==> src/rtl/seq_shift_add_multiplier_if.sv <==
// Operand/product handshake bundle for seq_shift_add_multiplier.
// master = operand producer / product consumer, slave = multiplier.
interface seq_shift_add_multiplier_if #(
    parameter int WIDTH = 4
);
    logic                 in_valid;
    logic                 in_ready;
    logic [WIDTH-1:0]     a;
    logic [WIDTH-1:0]     b;
    logic                 out_valid;
    logic                 out_ready;
    logic [2*WIDTH-1:0]   product;
    logic                 busy;

    modport master (
        output in_valid, a, b, out_ready,
        input  in_ready, out_valid, product, busy
    );

    modport slave (
        input  in_valid, a, b, out_ready,
        output in_ready, out_valid, product, busy
    );
endinterface

==> src/rtl/seq_shift_add_multiplier.sv <==
// Iterative shift-add multiplier, one partial product per clock, WIDTH x WIDTH -> 2*WIDTH.
// Define SIGNED_MULT_EN for two's-complement operands/product; default build is unsigned.
//
// state | meaning
// IDLE  | waiting for operands, in_ready high
// CALC  | accumulating one multiplier bit per edge, LSB first
// DONE  | product held with out_valid until out_ready
module seq_shift_add_multiplier #(
    parameter int WIDTH = 4
) (
    input  logic                        i_clk,
    input  logic                        i_rst,
    seq_shift_add_multiplier_if.slave   bus
);
    localparam int PW = 2 * WIDTH;
    localparam int CW = $clog2(WIDTH);
    localparam logic [CW-1:0] LAST = CW'(WIDTH - 1);

    typedef enum logic [1:0] {
        IDLE = 2'd0,
        CALC = 2'd1,
        DONE = 2'd2
    } state_t;

    state_t             r_state;
    state_t             w_state_nxt;
    logic               w_in_ready;
    logic               w_out_valid;
    logic               w_busy;

    logic [WIDTH-1:0]   r_a;
    logic [WIDTH-1:0]   r_b;
    logic [PW-1:0]      r_acc;
    logic [CW-1:0]      r_cnt;
    logic [PW-1:0]      r_product;

    logic [WIDTH-1:0]   w_a_mag;
    logic [WIDTH-1:0]   w_b_mag;
    logic [PW-1:0]      w_addend;
    logic [PW-1:0]      w_sum;
    logic [PW-1:0]      w_result;
    logic               w_accept;

    always_ff @(posedge i_clk or posedge i_rst) begin
        if (i_rst) r_state <= IDLE;
        else       r_state <= w_state_nxt;
    end

    always_comb begin
        w_state_nxt = r_state;
        w_in_ready  = 1'b0;
        w_out_valid = 1'b0;
        w_busy      = 1'b0;
        case (r_state)
            IDLE: begin
                w_in_ready = 1'b1;
                if (bus.in_valid) w_state_nxt = CALC;
            end
            CALC: begin
                w_busy = 1'b1;
                if (r_cnt == LAST) w_state_nxt = DONE;
            end
            DONE: begin
                w_busy      = 1'b1;
                w_out_valid = 1'b1;
                if (bus.out_ready) w_state_nxt = IDLE;
            end
            default: w_state_nxt = IDLE;
        endcase
    end

    assign w_accept = (r_state == IDLE) && bus.in_valid;
    assign w_addend = r_b[r_cnt] ? (PW'(r_a) << r_cnt) : '0;
    assign w_sum    = r_acc + w_addend;

`ifdef SIGNED_MULT_EN
    // Magnitudes fit in WIDTH unsigned bits, including the most-negative value.
    logic r_neg;

    assign w_a_mag  = bus.a[WIDTH-1] ? ((~bus.a) + WIDTH'(1)) : bus.a;
    assign w_b_mag  = bus.b[WIDTH-1] ? ((~bus.b) + WIDTH'(1)) : bus.b;
    assign w_result = r_neg ? ((~w_sum) + PW'(1)) : w_sum;

    always_ff @(posedge i_clk or posedge i_rst) begin
        if (i_rst)         r_neg <= 1'b0;
        else if (w_accept) r_neg <= bus.a[WIDTH-1] ^ bus.b[WIDTH-1];
    end
`else
    assign w_a_mag  = bus.a;
    assign w_b_mag  = bus.b;
    assign w_result = w_sum;
`endif

    always_ff @(posedge i_clk or posedge i_rst) begin
        if (i_rst) begin
            r_a       <= '0;
            r_b       <= '0;
            r_acc     <= '0;
            r_cnt     <= '0;
            r_product <= '0;
        end else begin
            if (w_accept) begin
                r_a   <= w_a_mag;
                r_b   <= w_b_mag;
                r_acc <= '0;
                r_cnt <= '0;
            end else if (r_state == CALC) begin
                r_acc <= w_sum;
                if (r_cnt == LAST) begin
                    r_cnt     <= '0;
                    r_product <= w_result;
                end else begin
                    r_cnt <= r_cnt + CW'(1);
                end
            end
        end
    end

    assign bus.in_ready  = w_in_ready;
    assign bus.out_valid = w_out_valid;
    assign bus.busy      = w_busy;
    assign bus.product   = r_product;
endmodule

==> src/flat_wrapper.sv <==
// flat-port wrapper written by rule: the top's interface ports become plain ports
module seq_shift_add_multiplier_flat 
#(
    parameter int WIDTH = 4
)
  (i_clk, i_rst, bus_in_valid, bus_a, bus_b, bus_out_ready, bus_in_ready, bus_out_valid, bus_product, bus_busy);
  seq_shift_add_multiplier_if #(.WIDTH(WIDTH)) bus_i ();
  input  logic i_clk;
  input  logic i_rst;
  input wire logic [$bits(bus_i.in_valid)-1:0] bus_in_valid;
  input wire logic [$bits(bus_i.a)-1:0] bus_a;
  input wire logic [$bits(bus_i.b)-1:0] bus_b;
  input wire logic [$bits(bus_i.out_ready)-1:0] bus_out_ready;
  output wire logic [$bits(bus_i.in_ready)-1:0] bus_in_ready;
  output wire logic [$bits(bus_i.out_valid)-1:0] bus_out_valid;
  output wire logic [$bits(bus_i.product)-1:0] bus_product;
  output wire logic [$bits(bus_i.busy)-1:0] bus_busy;
  assign bus_i.in_valid = bus_in_valid;
  assign bus_i.a = bus_a;
  assign bus_i.b = bus_b;
  assign bus_i.out_ready = bus_out_ready;
  assign bus_in_ready = bus_i.in_ready;
  assign bus_out_valid = bus_i.out_valid;
  assign bus_product = bus_i.product;
  assign bus_busy = bus_i.busy;
  seq_shift_add_multiplier #(.WIDTH(WIDTH)) u_core (.i_clk(i_clk), .i_rst(i_rst), .bus(bus_i));
endmodule
==> config.mk <==
export PLATFORM = sky130hd
export DESIGN_NAME = seq_shift_add_multiplier_flat
export DESIGN_NICKNAME = d
export VERILOG_FILES = /design/src/rtl/seq_shift_add_multiplier_if.sv /design/src/rtl/seq_shift_add_multiplier.sv /design/src/flat_wrapper.sv
export SDC_FILE = /design/constraint.sdc
export NUM_CORES = 1
export LEC_CHECK = 0
export CORE_MARGIN = 10
export CORE_UTILIZATION = 30
export DETAILED_ROUTE_END_ITERATION = 8
export SYNTH_ARGS = -nofsm -noshare
export SYNTH_HDL_FRONTEND = slang
export SYNTH_SLANG_ARGS = --single-unit
==> constraint.sdc <==
create_clock -name i_clk -period 4.8 [get_ports i_clk]
set_input_delay 0.72 -clock i_clk [delete_from_list [all_inputs] [get_ports i_clk]]
set_output_delay 0.72 -clock i_clk [all_outputs]
set_load 0.01 [all_outputs]
After elaboration in Yosys (flattened, before gate mapping)

Index checks and enable logic that the tools add are counted.

Register bits after elaboration: 28
Input bits: 12
Output and inout port bits: 11

Add/subtract/negate cells: 2
Magnitude comparators: 1
Equality and inequality tests: 6
Shifts and indexed selects: 1
Multiplexer cells: 15
Bitwise logic cells: 1
Reduce and logical (&&, ||, !) cells: 6

Operator list:

| cell                                                                  | number |
|---|---|
| 8-bit two-way mux                                                     | 3 |
| 2-bit two-way mux                                                     | 6 |
| 8-bit adder                                                           | 1 |
| 4-bit by 2-bit << shifter with 8-bit output                           | 1 |
| 2-bit inequality test, second input constant                          | 3 |
| 2-bit case mux with 3 select lines                                    | 1 |
| 3-bit AND reduction                                                   | 2 |
| 2-bit equality test, second input constant                            | 2 |
| 1-bit two-way mux                                                     | 4 |
| 2-bit by 3-bit < comparator with 1-bit output, second input constant  | 1 |
| 2-bit by 1-bit adder with 2-bit output, second input constant         | 1 |
| 1-bit binary-select mux with 2-bit select                             | 1 |
| 2-bit by 1-bit equality test with 1-bit output, second input constant | 1 |
| 2-bit logical NOT                                                     | 1 |
| 2-bit nonzero test                                                    | 1 |
| 2-bit OR reduction                                                    | 1 |
| 1-bit logical AND                                                     | 1 |
| 1-bit inverter                                                        | 1 |

Longest topological paths before layout

Gate-level depths: netlist of run 1.

Depth in word-level cells: 6
Gate-level depth with buffers: 11

Worst setup path after synthesis of run 1

OpenSTA, ideal clock, no wires.

Path kind: register to register
Start point: register u_core.r_cnt[1]
End point: register u_core.r_acc[6]
Arrival time: 2411 ps
Slack: 2263 ps
Stages on the path, launching flop included: 12
Buffers on the path: 1
Period minus slack after synthesis: 2537 ps
Cells stage by stage: dfrtp_1 > clkbuf_1 > mux2_2 > nand2_1 > o21ai_0 > and2_1 > ha_1 > o21a_1 > o31a_1 > o21a_1 > mux2i_1 > a311o_1

Cells in the longest elaborated chain, start to end: 6

Ends and longest elaborated chain:

| what                                      | line                            | source |
|---|---|---|
| start, declared                           | seq_shift_add_multiplier.sv:34  | `logic [CW-1:0] r_cnt;` |
| start signal, assigned                    | seq_shift_add_multiplier.sv:113 | `r_cnt <= r_cnt + CW'(1);` |
| 1-bit binary-select mux with 2-bit select | seq_shift_add_multiplier.sv:73  | `assign w_addend = r_b[r_cnt] ? (PW'(r_a) << r_cnt) : '0;` |
| 1-bit two-way mux (not written as such)   | seq_shift_add_multiplier.sv:73  |  |
| 8-bit two-way mux *                       | seq_shift_add_multiplier.sv:73  |  |
| 8-bit adder *                             | seq_shift_add_multiplier.sv:74  | `assign w_sum = r_acc + w_addend;` |
| 8-bit two-way mux *                       | seq_shift_add_multiplier.sv:107 | `end else if (r_state == CALC) begin` |
| 8-bit two-way mux *                       | seq_shift_add_multiplier.sv:102 | `if (w_accept) begin` |
| end signal, assigned                      | seq_shift_add_multiplier.sv:108 | `r_acc <= w_sum;` |
| end, declared                             | seq_shift_add_multiplier.sv:33  | `logic [PW-1:0] r_acc;` |

Mark *: on every way between the ends. The rest lies on a longest branch, timed or not. The select of a mux whose other input is x is not followed.
A chain may end at the register's enable or synchronous reset.

Worst setup path in the final report of run 1

Start point: register u_core.r_cnt[0]
End point: register u_core.r_acc[6]

The elaborated chain is that of the path after synthesis.

==> results of run 1 <==
==> final timing paths <==
check | from | to | slack (ns) | cells past startpoint
setup reg to reg | u_core.r_cnt[0] | u_core.r_acc[6] | 1.96 | 8
hold / removal | u_core.bus.product[7] | u_core.bus.product[7] | 0.48 | 2
min in group asynchronous | i_rst | u_core.r_b[3] | 0.99 | 2
max in group asynchronous | i_rst | u_core.r_acc[1] | 3.18 | 2
hold reg to reg | u_core.bus.product[7] | u_core.bus.product[7] | 0.48 | 2
setup / recovery | u_core.r_cnt[0] | u_core.r_acc[6] | 1.96 | 8
==> cell type report <==
type                       instances  area share, %
tap                               72           4.48
clock inverter                     1           1.49
sequential                        28           34.8
timing repair buffer              22           11.0
clock buffer                       3           2.05
multi-input combinational        137           44.5
inverter                           9           1.68
==> layout by cell type (no fill, tap or decap), types with 2 or more instances in the layout <==
cell and count:
nand2_1 39, nor2_1 11, dfrtp_1 28, clkdlybuf4s50_1 22
a211oi_1 2, o31ai_1 2, and2_1 5, inv_1 9
mux2_2 3, nand3_1 6, mux2i_1 6, a21oi_1 7
clkbuf_8 3, o21a_1 4, ha_1 11, xor2_1 4
a21o_1 2, o21ai_0 12, nor3_1 4
==> kinds of logic after synthesis <==
family | synth area share (%)
simple gates | 20.4
fa+ha+maj | 9.49
buf+inv | 3.99
mux | 7.00
xor+xnor | 2.11
flops | 42.2
compound gates | 14.8
==> synthesized netlist by cell type (2+ instances only) <==
cell type	number
dfrtp_1	28
o21ai_0	12
buf_2	2
mux2_2	3
and2_1	5
nand2_1	39
o31ai_1	2
nor2_1	11
a211oi_1	2
inv_1	9
o21a_1	4
clkbuf_1	6
mux2i_1	6
ha_1	11
xor2_1	4
nand3_1	6
nor3_1	4
a21o_1	2
a21oi_1	7
==> metrics by stage <==
stage | cells | setup slack (ns) | total power [uW] | hold slack [ns]
6_report | 272 | 1.96 | 1080 | 0.484
5_1_grt | 272 | 1.81 | 1180 | 0.528
4_1_cts | 272 | 1.97 | 1090 | 0.492
3_5_place_dp | 268 | 1.99 | 904 | 0.469
3_3_place_gp | 268 | 2.02 | 893 | 0.462
2_1_floorplan | 182 | 2.26 | 743 | 0.463
==> flip-flops by register name, indices dropped and copies added (netlist names) <==
name / count
u_core.r_b: 4
u_core.r_state: 2
u_core.r_cnt: 2
u_core.r_acc: 8
u_core.r_a: 4
u_core.bus.product: 8
==> tightest hold or removal path: cells and delay by family (launching register included) <==
family,cells,cell delay (ns)
AO/OA/AOI/OAI,1,0.06
AND/OR/NAND/NOR,1,0.04
flip-flops,1,0.35
==> power breakdown <==
group	internal (uW)	switching, uW
logic	237	262
clock network	112	78.2
registers	317	74.6
total	665	415
==> routing by layer <==
layer  track usage [%]  wire (um)
met1              9.83       1670
met3              2.54        161
met4              1.90         17
met5                 0          0
met2              13.4       1550
==> impl_metrics.yaml, run 1 <==
synth:
  yosysTopAreaCellShare_pct: 42.2
  syn_nets: 206
  synth_edf_count: 0
  ys.flop_type: "dfrtp_1"
  syn_area_per_cell_um2: 9.13
  yosysWarnings: 0
  synthTopCellsByArea: "dfrtp_1 (42%), nand2_1 (8.8%), ha_1 (8.3%), mux2i_1 (3.6%), o21ai_0 (3.6%)"
  yosysTopAreaCell: "dfrtp_1"
  synth_cells: 182
  synth_cell_types: 38
  async_reset_ff_share_pct: 100
  synth-seq-area-share_pct: 42.2
  ys_ff_latch: 28
  syn-cell-area_um2: 1660
layout:
  ff_latch_area_um2: 701
  final_area_um2: 2010
  areaGrowthSynthToFinish_pct: 21.0
  post-route-util_pct: 37.0
  diodes: 0
  nNetsFinal: 225
  fill_cells: 549
  drive_gt1_share_pct: 4.50
  multi_input_area_um2: 895
clock_network:
  cts_max_path_buffers: 2
  cts_tree: "built"
  clkSinkCount: 28
  ctsResizeCount: 0
  path_clk_slew_ns: 0.10
  post-cts-setup-buffer-count: 0
  htreeDepth: 1
  cts-buffers-inserted: 3
  insertion_delay_ns: 0.28
  root_buffer: "clkbuf_8"
  cts_hold_buf: 0
grt:
  antenna_found_initial: 0
  overflow: 0
  grt_pass1_wl_mm: 5.91
  grt_max_degree: 29
  track_usage_pct: 8.03
  first_global_vias: 1278
setup_path:
  setup.worst_path.end_class: "flop"
  crit_type: "reg2reg"
  path_buf_inv: 0
  cp.arrival_ns: 3.02
  start_kind: "flop"
  worstPathCellList: "mux4_2 > and2_1 > ha_1 > nor2b_4 > o31a_1 > o21a_1 > mux2i_1 > a311o_1"
  crit_required_ns: 4.97
  crit_family: "compound AO/OA/AOI/OAI gates"
  crit_fanout: 16
  cpMaxStageDelayCell: "dfrtp_1"
  slowest_delay_ns: 0.62
detailed_routing:
  vias: 1293
  drc: 0
  routed_wl_mm: 3.40
  via_per_inst: 4.75
  ant_nets: 0
  dr.pass1.iters: 4
  drtIter0Drc: 36
  wl_per_cell_um: 12.5
sta:
  tightest_slew_ns: 1.05
  tns_ns: 0
  fin_crit_ns: 2.84
  skew_ns: 0.00205
  slew_viol_final: 0
  fmax_ghz: 0.352
  period_share_pct: 59.3
  final_hold_viol_count: 0
  rsz0062_at_grt: "no"
  finalSetupViolations: 0
  relSlewSlack_pct: 30.1
power_and_ir_drop:
  pwr_density_cell_nw_per_um2: 537
  ir_drop_uv: 245
  p_leak_uw: 0.000927
die:
  die_area_um2: 8920
  ioPinCount: 23
  die_width_um: 94.4
  core_um2: 5440
  start_util_pct: 30.5
  num_rows: 27
  die_y_um: 94.4
placed_design:
  io_buffers: 22
  dp_hpwl_mm: 2.56
  place_area_um2: 1940
  place_congestion: 0.828
flow_run:
  max_cap_viol_count: 0
status:
  outcome: "complete, no violations"
min_path:
  hp-class: "reg2reg"
Power figures use the tool's default switching activity.
==> run 2, diff against run 1 <==
==> constraint.sdc (replaced) <==
create_clock -name i_clk -period 2.45 [get_ports i_clk]
set_input_delay 0.3675 -clock i_clk [delete_from_list [all_inputs] [get_ports i_clk]]
set_output_delay 0.3675 -clock i_clk [all_outputs]
set_load 0.01 [all_outputs]
==> run 2 against run 1 <==
Clock power increased by 94%. Flip-flop and latch count unchanged. Sequential share of layout area decreased by 2.9 points. Clock skew increased by 0.0031 ns. Non-clock buffer count increased by 17. Hold slack got worse by 0.049 ns. First-iteration DRC count decreased by 56%. Critical path depth unchanged. Clock-buffer cell count unchanged. Critical path type unchanged. Largest power group unchanged. Highest routed layer unchanged.
==> impl_metrics.yaml, run 2 (same netlist as run 1, synthesis figures left out) <==
layout:
  nNetsFinal: 242
  areaGrowthSynthToFinish_pct: 32.3
  layout_common_cells: "nand2_1 (39), dfrtp_1 (27), clkdlybuf4s50_1 (22), buf_4 (17), nor2_1 (10)"
  post-route-util_pct: 40.4
  drive_gt1_share_pct: 17.1
  diodes: 0
  fill_cells: 541
  final_common_cell: "nand2_1"
  fin_cells: 289
detailed_routing:
  vias: 1333
  dr.pass1.iters: 4
  wl_met2_mm: 1.60
  ant_nets: 0
  wl_per_cell_um: 12.1
  drtIter0Drc: 16
  routed.top_layer: "met4"
  routed_wl_mm: 3.51
  m1WireLength_mm: 1.71
  wl_met3_um: 176
  drc: 0
  via_per_inst: 4.61
placed_design:
  dp_hpwl_mm: 2.72
  pre_cts_ws_ns: -0.00129
  place_congestion: 0.789
  io_buffers: 22
  dp_cells: 283
sta:
  skew_ns: 0.00512
  fin_crit_ns: 2.36
  slew_viol_final: 0
  period_share_pct: 96.1
  timing.final.ws_setup_ns: 0.0949
  finalSetupViolations: 0
  rsz0062_at_grt: "yes"
  fmax_ghz: 0.425
  final_hold_viol_count: 0
  tightest_slew_ns: 0.446
  relSlewSlack_pct: 70.2
setup_path:
  rr_startpoint: "u_core.r_cnt[0]"
  crit_fanout: 3
  r2r-end: "u_core.r_acc[6]"
  crit_type: "reg2reg"
  setup.worst_path.end_class: "flop"
  start_kind: "flop"
  startpoint: "u_core.r_cnt[0]"
  worstRegToRegCells: 8
  cp.arrival_ns: 2.53
  crit_required_ns: 2.62
  reg2reg_slack_ns: 0.09
flow_run:
  max_cap_viol_count: 0
power_and_ir_drop:
  pwr_density_cell_nw_per_um2: 1060
  total_power_uw: 2340
  p_leak_uw: 0.00102
  ir_drop_uv: 532
grt:
  first_global_vias: 1323
  track_usage_pct: 8.21
  overflow: 0
  grt_max_degree: 29
  antenna_found_initial: 0
  grt_pass1_wl_mm: 6.01
die:
  ioPinCount: 23
  start_util_pct: 30.5
  num_rows: 27
  die_area_um2: 8920
  die_width_um: 94.4
  die_y_um: 94.4
  core_um2: 5440
clock_network:
  cts_max_path_buffers: 2
  insertion_delay_ns: 0.28
  cts-buffers-inserted: 3
  clkSinkCount: 28
  cts_tree: "built"
  htreeDepth: 1
  path_clk_slew_ns: 0.10
  root_buffer: "clkbuf_8"
status:
  outcome: "complete, no violations"
min_path:
  hp-class: "in2async"
[run 2: cell types whose count changed in the layout (fill, tap and decap cells not counted), moves of 2 or more]
cell	previous run	this run
o21ai_1	0	3
ha_1	11	9
o21ai_0	12	9
buf_4	0	17
[run 2: worst max-delay path by stage]
stage                                 end  slack [ns]
floorplan                 u_core.r_acc[6]        0.02
global placement          u_core.r_acc[6]       -0.06
detailed placement        u_core.r_acc[6]      -0.001
CTS                 u_core.bus.product[6]        0.01
global route              u_core.r_acc[6]       -0.04
finish                    u_core.r_acc[6]        0.09
[run 2: routing by layer]
| layer | up-vias | track usage, % |
|---|---|---|
| met4 | 0 | 1.90 |
| met5 | - | 0 |
| met3 | 4 | 2.54 |
| met2 | 18 | 14.2 |
| li1 | 700 | - |
| met1 | 611 | 9.70 |
[run 2: critical path, cell delays in order (launching register included)]
cell	delay [ns]
dfrtp_1	0.40
mux4_2	0.53
and2_4	0.16
ha_4	0.21
nor2b_4	0.12
o31a_1	0.24
o21a_1	0.21
mux2i_1	0.12
a311o_1	0.26
[run 2: stage by stage]
stage	hold slack, ns	instance area [um2]	setup TNS [ns]
global route	0.480	2200	-0.0370
global placement	0.465	2070	-0.0619
finish	0.435	2200	0
CTS	0.439	2160	0
floorplan	0.433	1680	0
detailed placement	0.466	2070	-0.00129
[run 2: power by group]
part	internal [uW]	total (uW)	switching, uW
registers	622	757	135
clock network	219	368	149
logic	627	1210	583
[run 2: layout make-up]
| class | instances | area (um2) | area share (%) |
|---|---|---|---|
| Tap cell | 72 | 90.1 | 4.10 |
| Sequential cell | 28 | 702 | 31.9 |
| Clock inverter | 1 | 30.0 | 1.37 |
| Timing Repair Buffer | 39 | 348 | 15.8 |
| Clock buffer | 3 | 41.3 | 1.88 |
| Inverter | 9 | 33.8 | 1.54 |
| Multi-Input combinational cell | 137 | 953 | 43.4 |
[run 2: what timing repair did]
action                                  CTS  global route
endpoints found under the setup margin    2             5
hold buffers                              0             0
gates resized for setup                   2            11
pin swaps                                 2             6
buffers inserted                          2             0
==> run 3, diff against run 2 <==
--- a/config.mk
+++ b/config.mk
@@ -5,7 +5,7 @@
 export SDC_FILE = /design/constraint.sdc
 export NUM_CORES = 1
 export LEC_CHECK = 0
-export CORE_MARGIN = 10
+export CORE_ASPECT_RATIO = 1.2
 export CORE_UTILIZATION = 30
 export DETAILED_ROUTE_END_ITERATION = 8
 export SYNTH_ARGS = -nofsm -noshare
==> constraint.sdc (replaced) <==
create_clock -name i_clk -period 2.45 [get_ports i_clk]
set_input_delay 0.3675 -clock i_clk [delete_from_list [all_inputs] [get_ports i_clk]]
set_output_delay 0.3675 -clock i_clk [all_outputs]
set_load 0.005 [all_outputs]
==> run 3 against run 2 <==
Combinational power decreased by 5%. Clock skew decreased by 0.0036 ns. Via count increased by 1.5%. Maximum frequency decreased by 3.5%. First-iteration DRC count increased to 2.8 times the previous value. Register-to-register slack got worse by 0.09 ns. Flip-flop and latch count unchanged. Highest routed layer unchanged.
==> impl_metrics.yaml, run 3 (same netlist as run 1, synthesis figures left out) <==
sta:
  timing.final.ws_setup_ns: 0.00885
  relSlewSlack_pct: 68.1
  fmax_ghz: 0.410
  finalSetupViolations: 0
  rsz0062_at_grt: "yes"
  tightest_slew_ns: 0.478
  slew_viol_final: 0
  period_share_pct: 99.6
  fin_crit_ns: 2.44
  final_hold_viol_count: 0
  skew_ns: 0.00153
layout:
  layout_common_cells: "nand2_1 (39), dfrtp_1 (26), clkdlybuf4s50_1 (22), buf_4 (15), nor2_1 (11)"
  diodes: 0
  fill_cells: 548
  nNetsFinal: 240
  drive_gt1_share_pct: 16.3
  post-route-util_pct: 40.7
  multi_input_area_um2: 952
  areaGrowthSynthToFinish_pct: 29.7
  final_common_cell: "nand2_1"
  ff_latch_area_um2: 703
setup_path:
  cpMaxStageDelayCell: "mux4_2"
  setup.worst_path.end_class: "flop"
  path_buf_inv: 0
  worstPathCellList: "mux4_2 > and2_4 > ha_4 > nor2b_4 > o31a_1 > o21a_1 > mux2i_1 > a311o_1"
  slowest_delay_ns: 0.53
  crit_type: "reg2reg"
  crit_required_ns: 2.61
  crit_family: "compound AO/OA/AOI/OAI gates"
  start_kind: "flop"
  rr_startpoint: "u_core.r_cnt[0]"
  startpoint: "u_core.r_cnt[0]"
  cp.arrival_ns: 2.61
  crit_fanout: 3
grt:
  antenna_found_initial: 0
  first_global_vias: 1324
  grt_max_degree: 29
  track_usage_pct: 12.4
  grt_pass1_wl_mm: 5.85
  overflow: 0
power_and_ir_drop:
  pwr_density_cell_nw_per_um2: 1020
  ir_drop_uv: 336
  p_leak_uw: 0.00100
detailed_routing:
  dr.pass1.iters: 4
  via_per_inst: 4.88
  vias: 1353
  routed_wl_mm: 3.41
  wl_per_cell_um: 12.3
  drc: 0
  drtIter0Drc: 44
  ant_nets: 0
die:
  die_width_um: 69.9
  start_util_pct: 31.4
  num_rows: 29
  core_um2: 5300
  die_area_um2: 5840
  ioPinCount: 23
  die_y_um: 83.5
clock_network:
  cts-buffers-inserted: 3
  insertion_delay_ns: 0.27
  cts_max_path_buffers: 2
  root_buffer: "clkbuf_8"
  htreeDepth: 1
  path_clk_slew_ns: 0.10
  cts_hold_buf: 0
  cts_tree: "built"
  clkSinkCount: 28
placed_design:
  place_congestion: 0.800
  dp_hpwl_mm: 2.57
  pre_cts_ws_ns: -0.0446
  io_buffers: 22
min_path:
  hp-class: "in2async"
status:
  outcome: "complete, no violations"
flow_run:
  max_cap_viol_count: 0
==> run 3: cell types whose count changed in the layout (fill, tap and decap cells not counted), sizes merged <==
cell	before	now
bufinv	1	0
clkbuf	3	4
buf	17	15
==> run 3: path summary, 6_finish.rpt <==
| check | to | slack [ns] | cells past startpoint |
|---|---|---|---|
| max | u_core.r_acc[6] | 0.009 | 8 |
| min | u_core.r_b[3] | 0.46 | 3 |
| max reg2reg | u_core.r_acc[6] | 0.009 | 8 |
| min reg2reg | u_core.bus.product[2] | 0.48 | 2 |
| max in group asynchronous | u_core.r_cnt[1] | 1.68 | 3 |
| min in group i_clk | u_core.bus.product[2] | 0.48 | 2 |
==> run 3: tightest hold or removal path, stage by stage <==
cell and delay, ns:
clkdlybuf4s50_1 0.40, inv_1 0.05, buf_4 0.34
==> run 3: report_power, final <==
group | switching [uW] | internal, uW
Sequential | 133 | 624
Clock | 144 | 144
Combinational | 548 | 598
==> run 3: metal layers <==
| metal | vias to the layer above | global-route usage [%] | wire, um | part of all wire (%) |
|---|---|---|---|---|
| met4 | 0 | 4.00 | 23 | 0.67 |
| met1 | 638 | 16.4 | 1550 | 45 |
| met3 | 2 | 1.81 | 93 | 2.7 |
| met2 | 22 | 20.6 | 1740 | 51 |
| met5 | - | 0 | 0 | 0 |
| li1 | 691 | - | - | - |
==> run 3: stage by stage <==
step	cells	TNS, ns	cell area, um2	hold slack [ns]	power (uW)
final	277	0	2150	0.464	2190
after global placement	271	-0.0495	2040	0.460	1860
after detailed placement	271	-0.0446	2040	0.470	1880
after CTS	275	0	2110	0.473	2190
after floorplan	182	0	1680	0.433	1450
after global routing	277	-0.169	2150	0.499	2390
==> run 3: cell type report <==
type | count | share of cell area (%)
inverter | 9 | 1.57
tap | 62 | 3.60
multi-input combinational | 137 | 44.2
timing repair buffer | 37 | 15.4
sequential | 28 | 32.6
clock buffer | 4 | 2.56
==> run 3: timing repair <==
action,4_1_cts,5_1_grt
pin swaps,0,4
setup buffers,0,2
setup endpoints to repair,1,5
cloned,0,0
resized for setup,3,10
